===== config.mk =====
export PLATFORM = sky130hd
export DESIGN_NAME = mem_lsu
export DESIGN_NICKNAME = d
export VERILOG_FILES = /design/src/rtl/mem_lsu.sv
export SDC_FILE = /design/constraint.sdc
export NUM_CORES = 1
export LEC_CHECK = 0
export ABC_CLOCK_PERIOD_IN_PS = 1600
export BUFFER_PORTS_ARGS = -buffer_cell sky130_fd_sc_hd__buf_2
export CAP_MARGIN = 30
export CORE_AREA = 3 3 98 100
export CTS_CLUSTER_SIZE = 40
export DETAILED_ROUTE_END_ITERATION = 8
export DIE_AREA = 0 0 101 103
export HOLD_SLACK_MARGIN = 0.15
export PLACE_DENSITY = 0.74
export SYNTH_ARGS = -nofsm -noshare
export SYNTH_HDL_FRONTEND = slang
export SYNTH_SLANG_ARGS = --single-unit
export TNS_END_PERCENT = 20

===== constraint.sdc =====
create_clock -name clk -period 1.6 [get_ports clk]
set_clock_uncertainty 0.1 [all_clocks]
set_input_delay 0.16 -clock clk [delete_from_list [all_inputs] [get_ports clk]]
set_output_delay 0.16 -clock clk [all_outputs]
set_load 0.02 [all_outputs]

===== src/rtl/mem_lsu.sv =====
// Memory-stage load/store controller: checks alignment and range of each request,
// drives a single data-memory access cycle, then holds the response until it is consumed.
module mem_lsu #(
    parameter int unsigned ADDR_W = 9
) (
    input  logic              clk,
    input  logic              rstn,
    input  logic              req_valid,
    output logic              req_ready,
    input  logic [2:0]        req_op,
    input  logic [31:0]       req_addr,
    input  logic [31:0]       req_wdata,
    output logic              rsp_valid,
    input  logic              rsp_ready,
    output logic [31:0]       rsp_rdata,
    output logic [1:0]        rsp_fault,
    output logic              dm_wr,
    output logic [2:0]        dm_op,
    output logic [ADDR_W-1:0] dm_addr,
    output logic [31:0]       dm_din,
    input  logic [31:0]       dm_dout
);

    localparam logic [2:0] OpLw  = 3'b000;
    localparam logic [2:0] OpLh  = 3'b001;
    localparam logic [2:0] OpLhu = 3'b010;
    localparam logic [2:0] OpSw  = 3'b101;
    localparam logic [2:0] OpSh  = 3'b110;

    localparam logic [1:0] FaultNone  = 2'b00;
    localparam logic [1:0] FaultAlign = 2'b01;
    localparam logic [1:0] FaultRange = 2'b10;

    typedef enum logic [1:0] {
        StIdle   = 2'd0,
        StAccess = 2'd1,
        StResp   = 2'd2
    } state_e;

    state_e              r_state, w_state_nxt;
    logic                r_req_ready, w_req_ready_nxt;
    logic                r_rsp_valid, w_rsp_valid_nxt;
    logic [31:0]         r_rsp_rdata, w_rsp_rdata_nxt;
    logic [1:0]          r_rsp_fault, w_rsp_fault_nxt;
    logic                r_dm_wr, w_dm_wr_nxt;
    logic [2:0]          r_dm_op, w_dm_op_nxt;
    logic [ADDR_W-1:0]   r_dm_addr, w_dm_addr_nxt;
    logic [31:0]         r_dm_din, w_dm_din_nxt;

    logic w_is_word;
    logic w_is_half;
    logic w_is_store;
    logic w_misaligned;
    logic w_out_of_range;

    always_comb begin
        w_is_word      = (req_op == OpLw) || (req_op == OpSw);
        w_is_half      = (req_op == OpLh) || (req_op == OpLhu) || (req_op == OpSh);
        w_is_store     = (req_op >= OpSw);
        w_misaligned   = (w_is_word && (req_addr[1:0] != 2'b00)) || (w_is_half && req_addr[0]);
        w_out_of_range = |req_addr[31:ADDR_W];
    end

    always_ff @(posedge clk or negedge rstn) begin
        if (!rstn) begin
            r_state     <= StIdle;
            r_req_ready <= 1'b1;
            r_rsp_valid <= 1'b0;
            r_rsp_rdata <= '0;
            r_rsp_fault <= FaultNone;
            r_dm_wr     <= 1'b0;
            r_dm_op     <= OpLw;
            r_dm_addr   <= '0;
            r_dm_din    <= '0;
        end else begin
            r_state     <= w_state_nxt;
            r_req_ready <= w_req_ready_nxt;
            r_rsp_valid <= w_rsp_valid_nxt;
            r_rsp_rdata <= w_rsp_rdata_nxt;
            r_rsp_fault <= w_rsp_fault_nxt;
            r_dm_wr     <= w_dm_wr_nxt;
            r_dm_op     <= w_dm_op_nxt;
            r_dm_addr   <= w_dm_addr_nxt;
            r_dm_din    <= w_dm_din_nxt;
        end
    end

    always_comb begin
        w_state_nxt     = r_state;
        w_req_ready_nxt = r_req_ready;
        w_rsp_valid_nxt = r_rsp_valid;
        w_rsp_rdata_nxt = r_rsp_rdata;
        w_rsp_fault_nxt = r_rsp_fault;
        w_dm_wr_nxt     = r_dm_wr;
        w_dm_op_nxt     = r_dm_op;
        w_dm_addr_nxt   = r_dm_addr;
        w_dm_din_nxt    = r_dm_din;

        case (r_state)
            StIdle: begin
                w_req_ready_nxt = 1'b1;
                if (req_valid) begin
                    w_req_ready_nxt = 1'b0;
                    if (w_misaligned || w_out_of_range) begin
                        // Faulting requests never reach memory; respond directly.
                        w_rsp_fault_nxt = w_misaligned ? FaultAlign : FaultRange;
                        w_rsp_rdata_nxt = '0;
                        w_rsp_valid_nxt = 1'b1;
                        w_state_nxt     = StResp;
                    end else begin
                        w_dm_addr_nxt = req_addr[ADDR_W-1:0];
                        w_dm_op_nxt   = req_op;
                        w_dm_din_nxt  = req_wdata;
                        w_dm_wr_nxt   = w_is_store;
                        w_state_nxt   = StAccess;
                    end
                end
            end
            StAccess: begin
                // Memory writes on any store op, so the op must drop back to a load here.
                w_rsp_rdata_nxt = (r_dm_op >= OpSw) ? 32'h0 : dm_dout;
                w_rsp_fault_nxt = FaultNone;
                w_rsp_valid_nxt = 1'b1;
                w_dm_wr_nxt     = 1'b0;
                w_dm_op_nxt     = OpLw;
                w_state_nxt     = StResp;
            end
            StResp: begin
                if (rsp_ready) begin
                    w_rsp_valid_nxt = 1'b0;
                    w_req_ready_nxt = 1'b1;
                    w_state_nxt     = StIdle;
                end
            end
            default: begin
                w_state_nxt     = StIdle;
                w_req_ready_nxt = 1'b1;
                w_rsp_valid_nxt = 1'b0;
                w_dm_wr_nxt     = 1'b0;
                w_dm_op_nxt     = OpLw;
            end
        endcase
    end

    assign req_ready = r_req_ready;
    assign rsp_valid = r_rsp_valid;
    assign rsp_rdata = r_rsp_rdata;
    assign rsp_fault = r_rsp_fault;
    assign dm_wr     = r_dm_wr;
    assign dm_op     = r_dm_op;
    assign dm_addr   = r_dm_addr;
    assign dm_din    = r_dm_din;

endmodule


## After elaboration in Yosys (flattened, before gate mapping)

Index checks and enable logic that the tools add are counted.

| storage, ports and cells | value |
|---|---|
| input bits | 103 |
| output and inout bits | 81 |
| bits in registers | 83 |
| logic and storage cells | 67 |

| operators by class | value |
|---|---|
| multiplexer cells | 25 |
| eq/ne operators | 10 |
| reductions and logical operators | 18 |
| order comparisons | 2 |
| bitwise logic cells | 3 |

Operators by type and width:

| operator | count |
|---|---|
| $mux W32 | 3 |
| $pmux W32 S2 | 1 |
| $reduce_or A23 Y1 | 1 |
| $mux W2 | 6 |
| $reduce_and A3 Y1 | 4 |
| $ne A2 B2 Y1 const B | 4 |
| $mux W1 | 7 |
| $eq A3 B3 Y1 const B | 2 |
| $ge A3 B3 Y1 const B | 2 |
| $mux W3 | 2 |
| $pmux W1 S3 | 2 |
| $pmux W2 S3 | 1 |
| $pmux W3 S2 | 1 |
| $logic_or A1 B1 Y1 | 5 |
| $pmux W2 S2 | 1 |
| $reduce_and A2 Y1 | 2 |
| $reduce_bool A2 Y1 | 2 |
| $eq A3 B1 Y1 const B | 1 |
| $eq A3 B2 Y1 const B | 1 |
| $logic_not A3 Y1 | 1 |
| $not A1 Y1 | 3 |
| $eq A2 B1 Y1 const B | 1 |
| $eq A2 B2 Y1 const B | 1 |
| $logic_and A1 B1 Y1 | 2 |
| other kinds (2) | 2 |

## Logic depth before layout (Yosys ltp)

| logic depth | value |
|---|---|
| depth in word-level cells | 9 |
| gate-level depth with buffers | 7 |
| depth with buffers taken out | 4 |

## Least setup slack after synthesis

OpenSTA, ideal clock, no wires.

| path | value |
|---|---|
| kind | input to register |
| from | in req_addr[13] |
| to | reg r_dm_addr[0] (netlist: dm_addr[0]) |
| path buffers | 2 |
| stages | 6 |
| arrival time | 1679 ps |
| path slack | -304 ps |
| required time | 1375 ps |
| setup time | 125 ps |
| path through | or4_1 > nor2_4 > and4_4 > buf_12 > buf_12 > mux2_4 |

| between the ends | value |
|---|---|
| longest elaborated chain between the ends | 4 |

Ends and longest elaborated chain:

| element | line | source |
|---|---|---|
| start: declaration | 11 | `input logic [31:0] req_addr,` |
| $reduce_or A23 Y1 | 61 | `w_out_of_range = \|req_addr[31:ADDR_W];` |
| $logic_or A1 B1 Y1 | 104 | `if (w_misaligned \|\| w_out_of_range) begin` |
| $not A1 Y1 (no source line) | - |  |
| $reduce_and A3 Y1 (no source line) | - |  |
| end signal: assignment | 83 | `r_dm_addr <= w_dm_addr_nxt;` |
| end: declaration | 47 | `logic [ADDR_W-1:0] r_dm_addr, w_dm_addr_nxt;` |

Every way passes these cells.
A chain may end at the register's enable or synchronous reset.

## Worst setup path in the final report

| path | value |
|---|---|
| from | reg r_state[1] |
| to | reg r_dm_din[5] (netlist: dm_din[5]) |

| between the ends | value |
|---|---|
| longest elaborated chain between the ends | 2 |

Ends and longest elaborated chain:

| element | line | source |
|---|---|---|
| start: declaration | 40 | `state_e r_state, w_state_nxt;` |
| start signal: assignment | 66 | `r_state <= StIdle;` |
| start signal: assignment | 76 | `r_state <= w_state_nxt;` |
| $logic_not A2 Y1 | 99 | `case (r_state)` |
| $reduce_and A3 Y1 (no source line) | - |  |
| end signal: assignment | 84 | `r_dm_din <= w_dm_din_nxt;` |
| end: declaration | 48 | `logic [31:0] r_dm_din, w_dm_din_nxt;` |

Every way passes these cells.

==> impl_metrics.env <==
export IMPL_slew_viol_final=0
export IMPL_synth_area_leaders="dfrtp_1 58%, mux2_4 16%, nand2_1 7.0%"
export IMPL_fin_total_pwr_mw=4.505
export IMPL_routedWlPerCell_um=17.28
export IMPL_final_min_period_over_clock_period_pct=105.5
export IMPL_relSlewSlack_pct=69.37
export IMPL_grt_setup_unrepaired="yes"
export IMPL_multi_input_area_sq_um=1386
export IMPL_dr_total_vias=3373
export IMPL_filler_cell_count=616
export IMPL_die_width_um=101
export IMPL_grt_first_pass_wirelength_mm=18.26
export IMPL_cts_tree="yes"
export IMPL_setup_violations=41
export IMPL_ys_warn_count=0
export IMPL_final_net_count=677
export IMPL_placement_io_buffers=183
export IMPL_rows=34
export IMPL_starting_density_of_the_core_pct=40.52
export IMPL_power_leakage_nw=3.118
export IMPL_grt_start_max_net_pins=46
export IMPL_syn_inst=283
export IMPL_failed_checks="negative setup slack"
export IMPL_pwr_density_cell_nw_per_um2=755.5
export IMPL_synth_nets=386
export IMPL_die_height_um=103
export IMPL_fin_ws_ns=-0.08860
export IMPL_fin_hold_ws_ns=0.1878
export IMPL_synth_cell_types=34
export IMPL_achievable_frequency_mhz=592.2
export IMPL_finalCoreUtilization_pct=68.03
export IMPL_layout_cells_most_common_list="182 x buf_2, 82 x dfrtp_1, 79 x dlygate4sd3_1, 66 x nand2_1, 41 x mux2_4"
export IMPL_worst_endpoint_required_ns=1.73
export IMPL_tightest_slew_ns=0.4594
export IMPL_sequential_cell_area_sq_um=2078
export IMPL_timing_final_crit_period_ns=1.689
export IMPL_synth_top_cell_area_share_pct=57.79
export IMPL_worst_setup_hold_path_clk_slew_ns=0.08
export IMPL_holdCritPathClass="input port to async pin"
export IMPL_irDropWorstVdd_mv=0.4875
export IMPL_area_of_the_core_sq_um=8763
export IMPL_global_route_overflow_total=0
export IMPL_io_pin_count=184
export IMPL_number_of_global_route_vias_before_repair=3656
export IMPL_drt_iter0_drc=78
export IMPL_insertedDiodeCount=0
export IMPL_drt_first_pass_iters=4
export IMPL_p_r_area_growth_vs_syn_pct=67.90
export IMPL_proportion_of_synthesized_chip_area_in_sequential_cells_pct=58.53
export IMPL_routabilityCongestion=0.8326
export IMPL_die_footprint_sq_um=10400
export IMPL_crit_path_max_fanout=9
export IMPL_kind_of_critical_path="flip-flop to flip-flop"
export IMPL_drc_errors=0
export IMPL_mostFrequentLayoutCell="buf_2"
export IMPL_share_of_cells_above_drive_strength_1_pct=49.48
export IMPL_syn_avg_cell_area_sq_um=12.55
export IMPL_vias_per_cell=4.917
export IMPL_gr_usage_all_layers_pct=22.63
export IMPL_worst_setup_path_end_kind="flip-flop"
export IMPL_clock_path_buffers=2
export IMPL_hold_vio_cnt_final=0
export IMPL_critical_path_startpoint_type="flip-flop"
export IMPL_arrival_time_worst_endpoint_ns=1.81
export IMPL_yosys_area_top_type="dfrtp_1"
export IMPL_half_perimeter_wire_length_after_detailed_placement_mm=7.061
export IMPL_root_buffer_selected_by_cts="clkbuf_8"
export IMPL_antenna_found_initial=0
export IMPL_netlist_area_sq_um=3551
export IMPL_status="finished, violations left"
export IMPL_synth_seq_cells=83
export IMPL_clock_sinks=83
export IMPL_clock_latency_ns=0.34
export IMPL_antenna_violating_nets_post_route=0
export IMPL_drt_total_wl_mm=11.85
export IMPL_cts_buffers_inserted=9
export IMPL_h_tree_depth=3
export IMPL_maxCapViolCount=0
## repair_timing
action / in CTS / in global routing
pin swaps: 2 / 3
gates resized for setup: 20 / 4
hold buffers: 79 / 0
gates cloned: 3 / 0
setup endpoints to repair: 41 / 74
setup buffers: 5 / 2
endpoints found under the hold margin: 164 / 0
## synthesized netlist by cell type
| cell | count |
|---|---|
| a22oi_1 | 1 |
| a41oi_1 | 1 |
| o21a_1 | 2 |
| a2111oi_0 | 1 |
| a21oi_1 | 1 |
| a21boi_0 | 1 |
| and4_4 | 1 |
| o21bai_1 | 1 |
| and4_2 | 2 |
| nor3_1 | 1 |
| a211o_1 | 1 |
| a221oi_1 | 1 |
| nor2_1 | 3 |
| mux2_2 | 4 |
| a22o_1 | 4 |
| nor2_4 | 1 |
| or2_2 | 1 |
| mux2_4 | 37 |
| nand2_1 | 66 |
| o21ai_0 | 36 |
| nor3b_1 | 2 |
| buf_12 | 5 |
| nor4_1 | 3 |
| a31oi_1 | 1 |
| nand2b_1 | 6 |
| or4_1 | 1 |
| or4_4 | 1 |
| nor2b_1 | 1 |
| inv_1 | 1 |
| a221o_2 | 1 |
| o31ai_1 | 1 |
| dfstp_2 | 1 |
| clkbuf_1 | 11 |
| dfrtp_1 | 82 |
## layout make-up
cell class | instances | area share, %
Sequential cell | 83 | 34.86
Clock buffer | 11 | 2.371
Tap cell | 108 | 2.267
Multi-Input combinational cell | 183 | 23.25
Timing Repair Buffer | 296 | 35.53
Clock inverter | 4 | 1.658
Inverter | 1 | 0.06296
## sequential cells by signal (all words and copies together), names as in the netlist
name,count
r_state,2
rsp_fault,2
rsp_valid,1
dm_din,32
rsp_rdata,32
dm_addr,9
req_ready,1
dm_wr,1
dm_op,3
## critical path: stages (launching register included)
cell and delay (ns):
dfrtp_1 0.38, nand2b_4 0.15, nor2_4 0.08, and4_4 0.27, buf_6 0.14, buf_12 0.14
mux2_4 0.31
## layer usage
| metal | vias up | GRT usage, % | share of wire, % |
|---|---|---|---|
| met1 | 1641 | 26.19 | 39 |
| met4 | 0 | 8.998 | 2.3 |
| met5 | - | 0 | 0 |
| met3 | 20 | 5.210 | 7.8 |
| li1 | 1559 | - | - |
| met2 | 153 | 40.61 | 51 |
## through the flow
stage / cell area, sq um / instances / TNS (ns) / setup slack, ns
after floorplan: 3555 / 283 / -10.25 / -0.2544
after global placement: 4706 / 582 / -19.45 / -0.3544
after detailed placement: 4706 / 582 / -22.20 / -0.3763
after CTS: 5927 / 684 / -3.333 / -0.1054
after global routing: 5962 / 686 / -3.459 / -0.1045
final: 5962 / 686 / -2.618 / -0.08860
## power by group
part           switching, mW  leakage (nW)  internal, mW
sequential            0.0156          1.15          2.12
combinational          0.239          1.85         0.317
clock                  0.734         0.120          1.08
## path summary, 6_finish.rpt
kind | from | endpoint | cells after the start | slack, ns
min in group clk | req_valid | rsp_fault[0] | 3 | 0.20
worst max register to register | r_state[1] | dm_din[5] | 6 | -0.09
worst min-delay path | rstn | dm_addr[1] | 2 | 0.19
worst min register to register | dm_addr[4] | dm_addr[4] | 1 | 0.42
max in group asynchronous | rstn | rsp_rdata[18] | 3 | 0.65
worst max-delay path | r_state[1] | dm_din[5] | 6 | -0.09
## cell families (layout without fill, tap and decap cells)
group / after synthesis / after routing / synth area share (%)
buf+inv: 17 / 312 / 4.087
flops: 83 / 83 / 58.53
simple gates: 89 / 89 / 11.52
compound gates: 53 / 53 / 8.950
mux: 41 / 41 / 16.91
No activity file was read; power rests on OpenSTA's default activity.
